### src/rtl/snn_core_sequencer.sv
// Sequencer for one event-driven SNN core: event intake, weight-row streaming, periodic spike phase
// and potential write-back. Define SNN_LEAK_EN to add a LEAK pass after STORE.
module snn_core_sequencer #(
   parameter int N_NEURONS    = 16,
   parameter int EVT_ADDR_W   = 4,
   parameter int SPIKE_PERIOD = 64,
   parameter int MAX_SPIKE_IT = 4,
   localparam int NEUR_W      = $clog2(N_NEURONS),
   localparam int CNT_W       = $clog2(SPIKE_PERIOD),
   localparam int IT_W        = $clog2(MAX_SPIKE_IT + 1)
) (
   input  logic                         clock,
   input  logic                         reset_n,
   input  logic                         event_valid,
   input  logic [EVT_ADDR_W-1:0]        event_addr,
   output logic                         event_ready,
   input  logic [N_NEURONS-1:0]         spike,
   output logic                         accum_en,
   output logic                         weight_w_en,
   output logic                         memb_pot_w_en,
   output logic                         memb_pot_mem_w_en,
   output logic [EVT_ADDR_W+NEUR_W-1:0] mem_addr,
   output logic [NEUR_W-1:0]            pot_addr,
   output logic                         leak_en,
   output logic                         spike_done,
   output logic                         spike_overflow,
   output logic                         busy
);

   localparam logic [NEUR_W-1:0] NEUR_LAST   = NEUR_W'(N_NEURONS - 1);
   localparam logic [CNT_W-1:0]  PERIOD_TERM = CNT_W'(SPIKE_PERIOD - 1);
   localparam logic [IT_W-1:0]   IT_MAX      = IT_W'(MAX_SPIKE_IT);

   typedef enum logic [2:0] {
      S_IDLE        = 3'd0,
      S_WEIGHT_LOAD = 3'd1,
      S_ACCUM       = 3'd2,
      S_SPIKE       = 3'd3,
      S_CLEANUP     = 3'd4,
`ifdef SNN_LEAK_EN
      S_STORE       = 3'd5,
      S_LEAK        = 3'd6
`else
      S_STORE       = 3'd5
`endif
   } state_t;

   state_t                  state_r, state_s;
   logic [NEUR_W-1:0]       neuron_cnt_r, neuron_cnt_s;
   logic [CNT_W-1:0]        period_cnt_r, period_cnt_s;
   logic [IT_W-1:0]         spike_it_r, spike_it_s;
   logic [EVT_ADDR_W-1:0]   evt_addr_r, evt_addr_s;
   logic                    overflow_r, overflow_s;
   logic                    terminal_s;
   logic                    phase_s;
   logic                    event_ready_r, accum_en_r, weight_w_en_r, memb_pot_w_en_r;
   logic                    memb_pot_mem_w_en_r, leak_en_r, spike_done_r, busy_r;

   // Next-state, counter and event-latch logic
   always_comb begin
      state_s      = state_r;
      neuron_cnt_s = neuron_cnt_r;
      spike_it_s   = spike_it_r;
      evt_addr_s   = evt_addr_r;
      overflow_s   = overflow_r;
      terminal_s   = (period_cnt_r == PERIOD_TERM);
      phase_s      = 1'b0;
      case (state_r)
         S_IDLE: begin
            if (terminal_s) begin
               state_s = S_SPIKE;
            end else if (event_valid) begin
               evt_addr_s = event_addr;
               state_s    = S_WEIGHT_LOAD;
            end else begin
               state_s = S_IDLE;
            end
         end
         S_WEIGHT_LOAD: begin
            if (neuron_cnt_r == NEUR_LAST) begin
               neuron_cnt_s = {NEUR_W{1'b0}};
               state_s      = S_ACCUM;
            end else begin
               neuron_cnt_s = neuron_cnt_r + NEUR_W'(1);
            end
         end
         S_ACCUM: begin
            state_s = S_IDLE;
         end
         S_SPIKE: begin
            phase_s    = 1'b1;
            spike_it_s = spike_it_r + IT_W'(1);
            state_s    = S_CLEANUP;
         end
         S_CLEANUP: begin
            phase_s = 1'b1;
            // Loop back while neurons keep firing, up to the iteration budget
            if ((|spike) && (spike_it_r < IT_MAX)) begin
               state_s = S_SPIKE;
            end else begin
               if (|spike) begin
                  overflow_s = 1'b1;
               end else begin
                  overflow_s = overflow_r;
               end
               spike_it_s = {IT_W{1'b0}};
               state_s    = S_STORE;
            end
         end
         S_STORE: begin
            phase_s = 1'b1;
            if (neuron_cnt_r == NEUR_LAST) begin
               neuron_cnt_s = {NEUR_W{1'b0}};
`ifdef SNN_LEAK_EN
               state_s      = S_LEAK;
`else
               state_s      = S_IDLE;
`endif
            end else begin
               neuron_cnt_s = neuron_cnt_r + NEUR_W'(1);
            end
         end
`ifdef SNN_LEAK_EN
         S_LEAK: begin
            phase_s = 1'b1;
            if (neuron_cnt_r == NEUR_LAST) begin
               neuron_cnt_s = {NEUR_W{1'b0}};
               state_s      = S_IDLE;
            end else begin
               neuron_cnt_s = neuron_cnt_r + NEUR_W'(1);
            end
         end
`endif
         default: begin
            state_s      = S_IDLE;
            neuron_cnt_s = {NEUR_W{1'b0}};
            spike_it_s   = {IT_W{1'b0}};
         end
      endcase

      // Period counter idles at zero for the whole spike phase, counts and saturates otherwise
      if (phase_s || (state_s == S_SPIKE)) begin
         period_cnt_s = {CNT_W{1'b0}};
      end else if (!terminal_s) begin
         period_cnt_s = period_cnt_r + CNT_W'(1);
      end else begin
         period_cnt_s = period_cnt_r;
      end
   end

   // State, counters and registered strobes decoded from the next state
   always_ff @(posedge clock) begin
      if (!reset_n) begin
         state_r             <= S_IDLE;
         neuron_cnt_r        <= {NEUR_W{1'b0}};
         period_cnt_r        <= {CNT_W{1'b0}};
         spike_it_r          <= {IT_W{1'b0}};
         evt_addr_r          <= {EVT_ADDR_W{1'b0}};
         overflow_r          <= 1'b0;
         event_ready_r       <= 1'b1;
         accum_en_r          <= 1'b0;
         weight_w_en_r       <= 1'b0;
         memb_pot_w_en_r     <= 1'b0;
         memb_pot_mem_w_en_r <= 1'b0;
         leak_en_r           <= 1'b0;
         spike_done_r        <= 1'b0;
         busy_r              <= 1'b0;
      end else begin
         state_r             <= state_s;
         neuron_cnt_r        <= neuron_cnt_s;
         period_cnt_r        <= period_cnt_s;
         spike_it_r          <= spike_it_s;
         evt_addr_r          <= evt_addr_s;
         overflow_r          <= overflow_s;
         event_ready_r       <= (state_s == S_IDLE) && (period_cnt_s != PERIOD_TERM);
         accum_en_r          <= (state_s == S_ACCUM);
         weight_w_en_r       <= (state_s == S_WEIGHT_LOAD);
         memb_pot_w_en_r     <= (state_s == S_WEIGHT_LOAD);
         memb_pot_mem_w_en_r <= (state_s == S_STORE);
`ifdef SNN_LEAK_EN
         leak_en_r           <= (state_s == S_LEAK);
`else
         leak_en_r           <= 1'b0;
`endif
         spike_done_r        <= (state_s == S_SPIKE);
         busy_r              <= (state_s != S_IDLE);
      end
   end

   assign event_ready       = event_ready_r;
   assign accum_en          = accum_en_r;
   assign weight_w_en       = weight_w_en_r;
   assign memb_pot_w_en     = memb_pot_w_en_r;
   assign memb_pot_mem_w_en = memb_pot_mem_w_en_r;
   assign leak_en           = leak_en_r;
   assign spike_done        = spike_done_r;
   assign spike_overflow    = overflow_r;
   assign busy              = busy_r;
   assign mem_addr          = {evt_addr_r, neuron_cnt_r};
   assign pot_addr          = neuron_cnt_r;

endmodule

### config.mk
export PLATFORM = sky130hd
export DESIGN_NAME = snn_core_sequencer
export DESIGN_NICKNAME = d
export VERILOG_FILES = /design/src/rtl/snn_core_sequencer.sv
export SDC_FILE = /design/constraint.sdc
export NUM_CORES = 1
export LEC_CHECK = 0
export BUFFER_PORTS_ARGS = -buffer_cell sky130_fd_sc_hd__buf_2
export CAP_MARGIN = 20
export CORE_AREA = 2 2 49 62
export CTS_CLUSTER_SIZE = 28
export DETAILED_ROUTE_END_ITERATION = 10
export DIE_AREA = 0 0 51 64
export PLACE_DENSITY_LB_ADDON = 0.1
export RECOVER_POWER = 25
export SYNTH_ARGS = -nofsm -noshare
export SYNTH_HDL_FRONTEND = slang
export SYNTH_SLANG_ARGS = --single-unit
export TNS_END_PERCENT = 1
### constraint.sdc
create_clock -name clock -period 5.1 [get_ports clock]
set_input_delay 0.765 -clock clock [delete_from_list [all_inputs] [get_ports clock]]
set_output_delay 0.765 -clock clock [all_outputs]
set_load 0.01 [all_outputs]
==> metrics.md, run 1 <==
| Metric | Value |
|---|---|
| Status | finished, final reports clean |
| Synthesized cell area | approximately 1300 sq um |
| HP Class | reg2reg |
| Htree depth | 1 |
| Clk_skew | 4.06 ps |
| Final Max Tran Viols | 0 |
| Synth cell count leaders | dfxtp_1 (27), nor2_1 (20), a21oi_1 (12) |
| Post-CTS setup buffers | 0 |
| Max Cap Viol | 0 |
| Core ar. | 2650 sq um |
| Total track usage | 0.185 |
| Vias in the first global route | approximately 1100 |
| Rows | 21 |
| Layout cells sized above 1 | 0.229 |
| Syn Inst Count | between 150 and 200 |
| DRT Pass-1 Iters | 4 |
| 1st-iter DRT viols | 35 |
| Fin. Hold Viols | 0 |
| Syn Area/Cell | 8.70 sq um |
| Die Ht | between 60 and 70 um |
| Hold Crit Start | spike_overflow |
| Post-synth cell types | 41 |
| Max clock buf depth | 2 |
| Synth area leaders | dfxtp_1 (41%), nor2_1 (5.7%), mux2i_1 (5.3%) |
| Max Clk Rate | 0.523 GHz |
| Leakage power | 0.000692 uW |
| EDFF count, synth | 0 |
| Total via count in the routed design | 1221 |
| HPWL after detailed placement | 2200 um |
| Clock Latency Late Sink | 320 ps |
| Clock transition at the registers of the reported paths | approximately 140 ps |
| Largest net degree at the start of global routing | 16 |
| Seq/Total Area, Yosys | 0.409 |
| Drt via density | 5.50 |
| Routed len/inst | approximately 13 um |
| CP startpoint | spike[10] |
| WL final | 2840 um |
| Seq cells post-synth | 27 |
| Clock root cell | clkbuf_4 |
| Ys flop type | dfxtp_1 |
| FF-to-FF Start | period_cnt_r[0] |
| Gr ovfl total | 0 |
| Min cycle time layout | about 1900 ps |
| CTS Hold Buffers Added | 0 |
| Syn nets | between 150 and 200 |
| Antenna violations before repair | 0 |
| CP Class | in2reg |
| Synth area leader | dfxtp_1 |
| CP Capture Type | flop |
| TritonCTS clock tree | done |
| Area Overhead vs Synth | 15.8% |
| DIE AREA | 3260 sq um |
| Port bufs | 42 |
| Yosys warnings | 0 |
| Placed cells | 218 |
| Final Non-Filler Cells | between 200 and 250 |
| # DRC | 0 |
| Inserted Clock Buffers | 3 |
| I/O pins | between 40 and 50 |
| Worst vdd ir | 0.169 mV |
| Pwr/cell area | 235 nW/um^2 |
| Post-Route Utilization | 0.577 |
| Global-route wire length before repair | 4730 um |
| Initial Util | 0.498 |
| RSZ-0062 raised after global routing | false |
| Count leader, synth | dfxtp_1 |
| CP Max Fanout | 5 |
| Final net count | 215 |
| DIE WIDTH | just over 50 um |
| N_diodes | 0 |
| Crit path required time | 5330 ps |
| Final setup violation count | 0 |
| Area share of the largest cell type after synthesis | 0.409 |
| GPL Wtd Cong | 0.893 |
| Post_cts resized | 0 |
| Setup tns final | 0 ps |
| ANT nets after route | 0 |
| Critical Path AT | between 2000 and 2500 ps |
| Post-synth ARST share | 0 |
| Period utilization | 0.375 |
| Clk sinks | 27 |
| Critical path startpoint category | primary input |
==> worst max-delay path: stages <==
cell	delay (ps)
buf_2	90
nor4_1	310
nand4_1	230
o221ai_1	420
o21ai_0	180
o211a_1	150
==> cells in the final DEF, fill, tap and decap left out, types with 4 or more instances in the layout <==
cell type  synthesis  final
nand2_1            7      7
clkbuf_1           2      7
nor3_1             4      4
mux2i_1            7      7
nor4_1             4      4
a21o_1             4      4
dfxtp_1           27     27
nand3_1            8      8
nor2_1            20     20
buf_2              2     35
o21ai_0            6      6
inv_1              6      6
a21oi_1           12     12
==> metal layers <==
metal,up-vias,track usage,share of wire
li1,610,-,-
met1,569,0.211,0.43
met2,38,0.339,0.50
met3,4,0.0234,0.055
met4,0,0.0709,0.014
met5,-,0,0
==> report_power, final <==
| part | switching (uW) | internal (uW) | total, uW |
|---|---|---|---|
| sequential | 7.35 | 218 | 226 |
| combinational | 22.9 | 20.6 | 43.6 |
| clock | 61.5 | 29.4 | 90.8 |
==> cell type report <==
| class | instances | area [sq um] |
|---|---|---|
| clock buffer | 3 | 22.5 |
| inverter | 6 | 22.5 |
| multi-input combinational | 109 | 697 |
| tap | 34 | 42.5 |
| clock inverter | 1 | 5.00 |
| timing repair buffer | 42 | 201 |
| fill | 269 | 1120 |
| sequential | 27 | 541 |
==> kinds of logic (layout without fill, tap and decap cells) <==
| group | after synthesis | in the layout | synth area share |
|---|---|---|---|
| buf+inv | 16 | 52 | 0.0643 |
| xor+xnor | 2 | 2 | 0.0132 |
| compound gates | 33 | 33 | 0.162 |
| mux | 7 | 7 | 0.0530 |
| flops | 27 | 27 | 0.409 |
| simple gates | 63 | 63 | 0.268 |
| other cells | 1 | 1 | 0.00284 |
| fa+ha+maj | 3 | 3 | 0.0284 |
==> final timing paths <==
kind                        to  slack (ps)  cells past startpoint
min reg2reg     spike_overflow         490                      2
max                event_ready        3190                      6
max reg2reg  memb_pot_mem_w_en        3220                      6
min             spike_overflow         490                      2
==> stage by stage <==
stage                     total power (uW)  instance area [sq um]  hold slack (ps)  worst slack [ps]
final                                  360                   1530              493              3190
after global routing                   379                   1530              520              3000
after CTS                              366                   1540              497              3190
after detailed placement               275                   1510              462              2840
after global placement                 273                   1510              471              2970
after floorplan                        257                   1320              481              3200
==> flip-flops by register name, summed over array words and instances (netlist names), 3 cells and up <==
register,flops
pot_addr,4
evt_addr_r,4
spike_it_r,3
period_cnt_r,6
state_r,3
(Power assumes the default switching activity.)
==> run 2, diff against run 1 <==
Settings changed: CORE_AREA 2 2 49 62 to 2 2 50 64, DIE_AREA 0 0 51 64 to 0 0 52 66.
Clock period 5.1 ns to 1.88 ns, I/O delays scaled along.
==> run 2 against run 1 <==
Compared with the run above:
- worst setup slack got worse by 3000 ps
- largest cell class unchanged
- sequential power rose to 2.7 times the previous value
- sequential share of layout area fell by 1.6 points
- critical endpoint is now memb_pot_mem_w_en
==> metrics.md, run 2 (synthesis results as in run 1) <==
| Metric | Value |
|---|---|
| Status | finished, final reports clean |
| Critical Path AT | 2000 ps |
| Clock transition at the registers of the reported paths | approximately 140 ps |
| Total track usage | 0.175 |
| DRT Pass-1 Iters | 4 |
| CP Capture Type | flop |
| Rows | 22 |
| Inserted Clock Buffers | 3 |
| DIE WIDTH | approximately 52 um |
| Multi-input logic area | 697 sq um |
| Initial Util | 0.466 |
| CP Class | reg2reg |
| Vias in the first global route | 1118 |
| DIE AREA | 3430 sq um |
| Critical path startpoint category | flop |
| Htree depth | 1 |
| Most common cell after layout, fill and taps aside | buf_2 |
| Clock Latency Late Sink | between 300 and 400 ps |
| Leakage power | 0.000725 uW |
| Pwr/cell area | 614 nW/um^2 |
| 1st-iter DRT viols | 37 |
| CTS Hold Buffers Added | 0 |
| GPL Wtd Cong | 0.831 |
| R2R depth | 6 |
| Antenna violations before repair | 0 |
| CP Max Fanout | 6 |
| Register area | 541 sq um |
| Max Cap Viol | 0 |
| Post-Route Utilization | 0.565 |
| Core ar. | about 2800 sq um |
| Min cycle time layout | 1740 ps |
| Clock root cell | clkbuf_4 |
| Gr ovfl total | 0 |
| Layout cells sized above 1 | 0.242 |
| WL final | 2850 um |
| # DRC | 0 |
| Final setup violation count | 0 |
| Clk sinks | 27 |
| Post-CTS setup buffers | 0 |
| Max FFs per register | 6 |
| Die Ht | 66 um |
| Total via count in the routed design | 1260 |
| Crit path required time | 2140 ps |
| Max clock buf depth | 2 |
| Filler cells | about 280 |
| Routed len/inst | around 12 um |
| Post_cts resized | 0 |
| Port bufs | between 40 and 50 |
| Reg with most FFs | period_cnt_r |
| RSZ-0062 raised after global routing | false |
| ANT nets after route | 0 |
| Final net count | about 230 |
| TritonCTS clock tree | done |
| Final Max Tran Viols | 0 |
| Commonest cells after routing, fill and taps aside | buf_2 (31), dfxtp_1 (27), nor2_1 (20) |
| I/O pins | 44 |
| Fin. Hold Viols | 0 |
| Clk_skew | 1.47 ps |
| Max Clk Rate | 0.576 GHz |
| Worst vdd ir | 0.329 mV |
| HP Class | in2reg |
| Drt via density | around 5.4 |
| N_diodes | 0 |
| Hold path depth | 3 |
| Setup tns final | 0 ps |
| Largest net degree at the start of global routing | 16 |
| Global-route wire length before repair | 4610 um |
| Period utilization | 0.923 |
| HPWL after detailed placement | 2230 um |
| Area Overhead vs Synth | 21.2% |
==> run 2: cell count changes in the layout (fill, tap and decap cells not counted) <==
cell | previous run | this run
buf_4 | 0 | 10
clkbuf_1 | 7 | 12
buf_2 | 35 | 31
clkinv_2 | 1 | 0
==> run 2: per-layer routing <==
metal,up-vias,GRT usage,share of wire
met5,-,0,0
met3,6,0.0226,0.066
met1,584,0.199,0.41
met2,44,0.312,0.50
li1,626,-,-
met4,0,0.0888,0.020
==> run 2: final timing paths <==
path	endpoint	slack [ps]	start
worst max register to register	memb_pot_mem_w_en	140	period_cnt_r[0]
worst min-delay path	evt_addr_r[2]	190	event_addr[2]
worst max-delay path	memb_pot_mem_w_en	140	period_cnt_r[0]
worst min register to register	evt_addr_r[0]	520	evt_addr_r[0]
==> run 2: area by class of cell <==
cell class,count,share of cell area
Timing Repair Buffer,52,0.169
Sequential cell,27,0.337
Inverter,6,0.0141
Tap cell,36,0.0281
Clock buffer,4,0.0164
Multi-Input combinational cell,109,0.435
==> run 2: per-stage QoR <==
step / instances / power [uW] / setup WS (ps) / cell area [sq um] / hold WS (ps)
floorplan: 152 / 698 / 190 / 1320 / 404
global placement: 230 / 750 / 186 / 1590 / 474
detailed placement: 230 / 755 / 146 / 1590 / 483
CTS: 234 / 1000 / 112 / 1620 / 174
global route: 234 / 1030 / 44.1 / 1600 / 179
finish: 234 / 984 / 145 / 1600 / 185
==> run 2: worst max-delay path: stages, from the launching register on <==
cell	delay, ps
dfxtp_1	430
ha_1	200
and3_4	210
nand3_4	130
a21oi_4	220
or3b_1	380
nor2b_1	120
==> run 2: report_power, final <==
| group | total, uW | internal [uW] | switching, uW |
|---|---|---|---|
| clock | 245 | 82.9 | 162 |
| sequential | 609 | 592 | 17.0 |
| combinational | 129 | 62.4 | 66.5 |
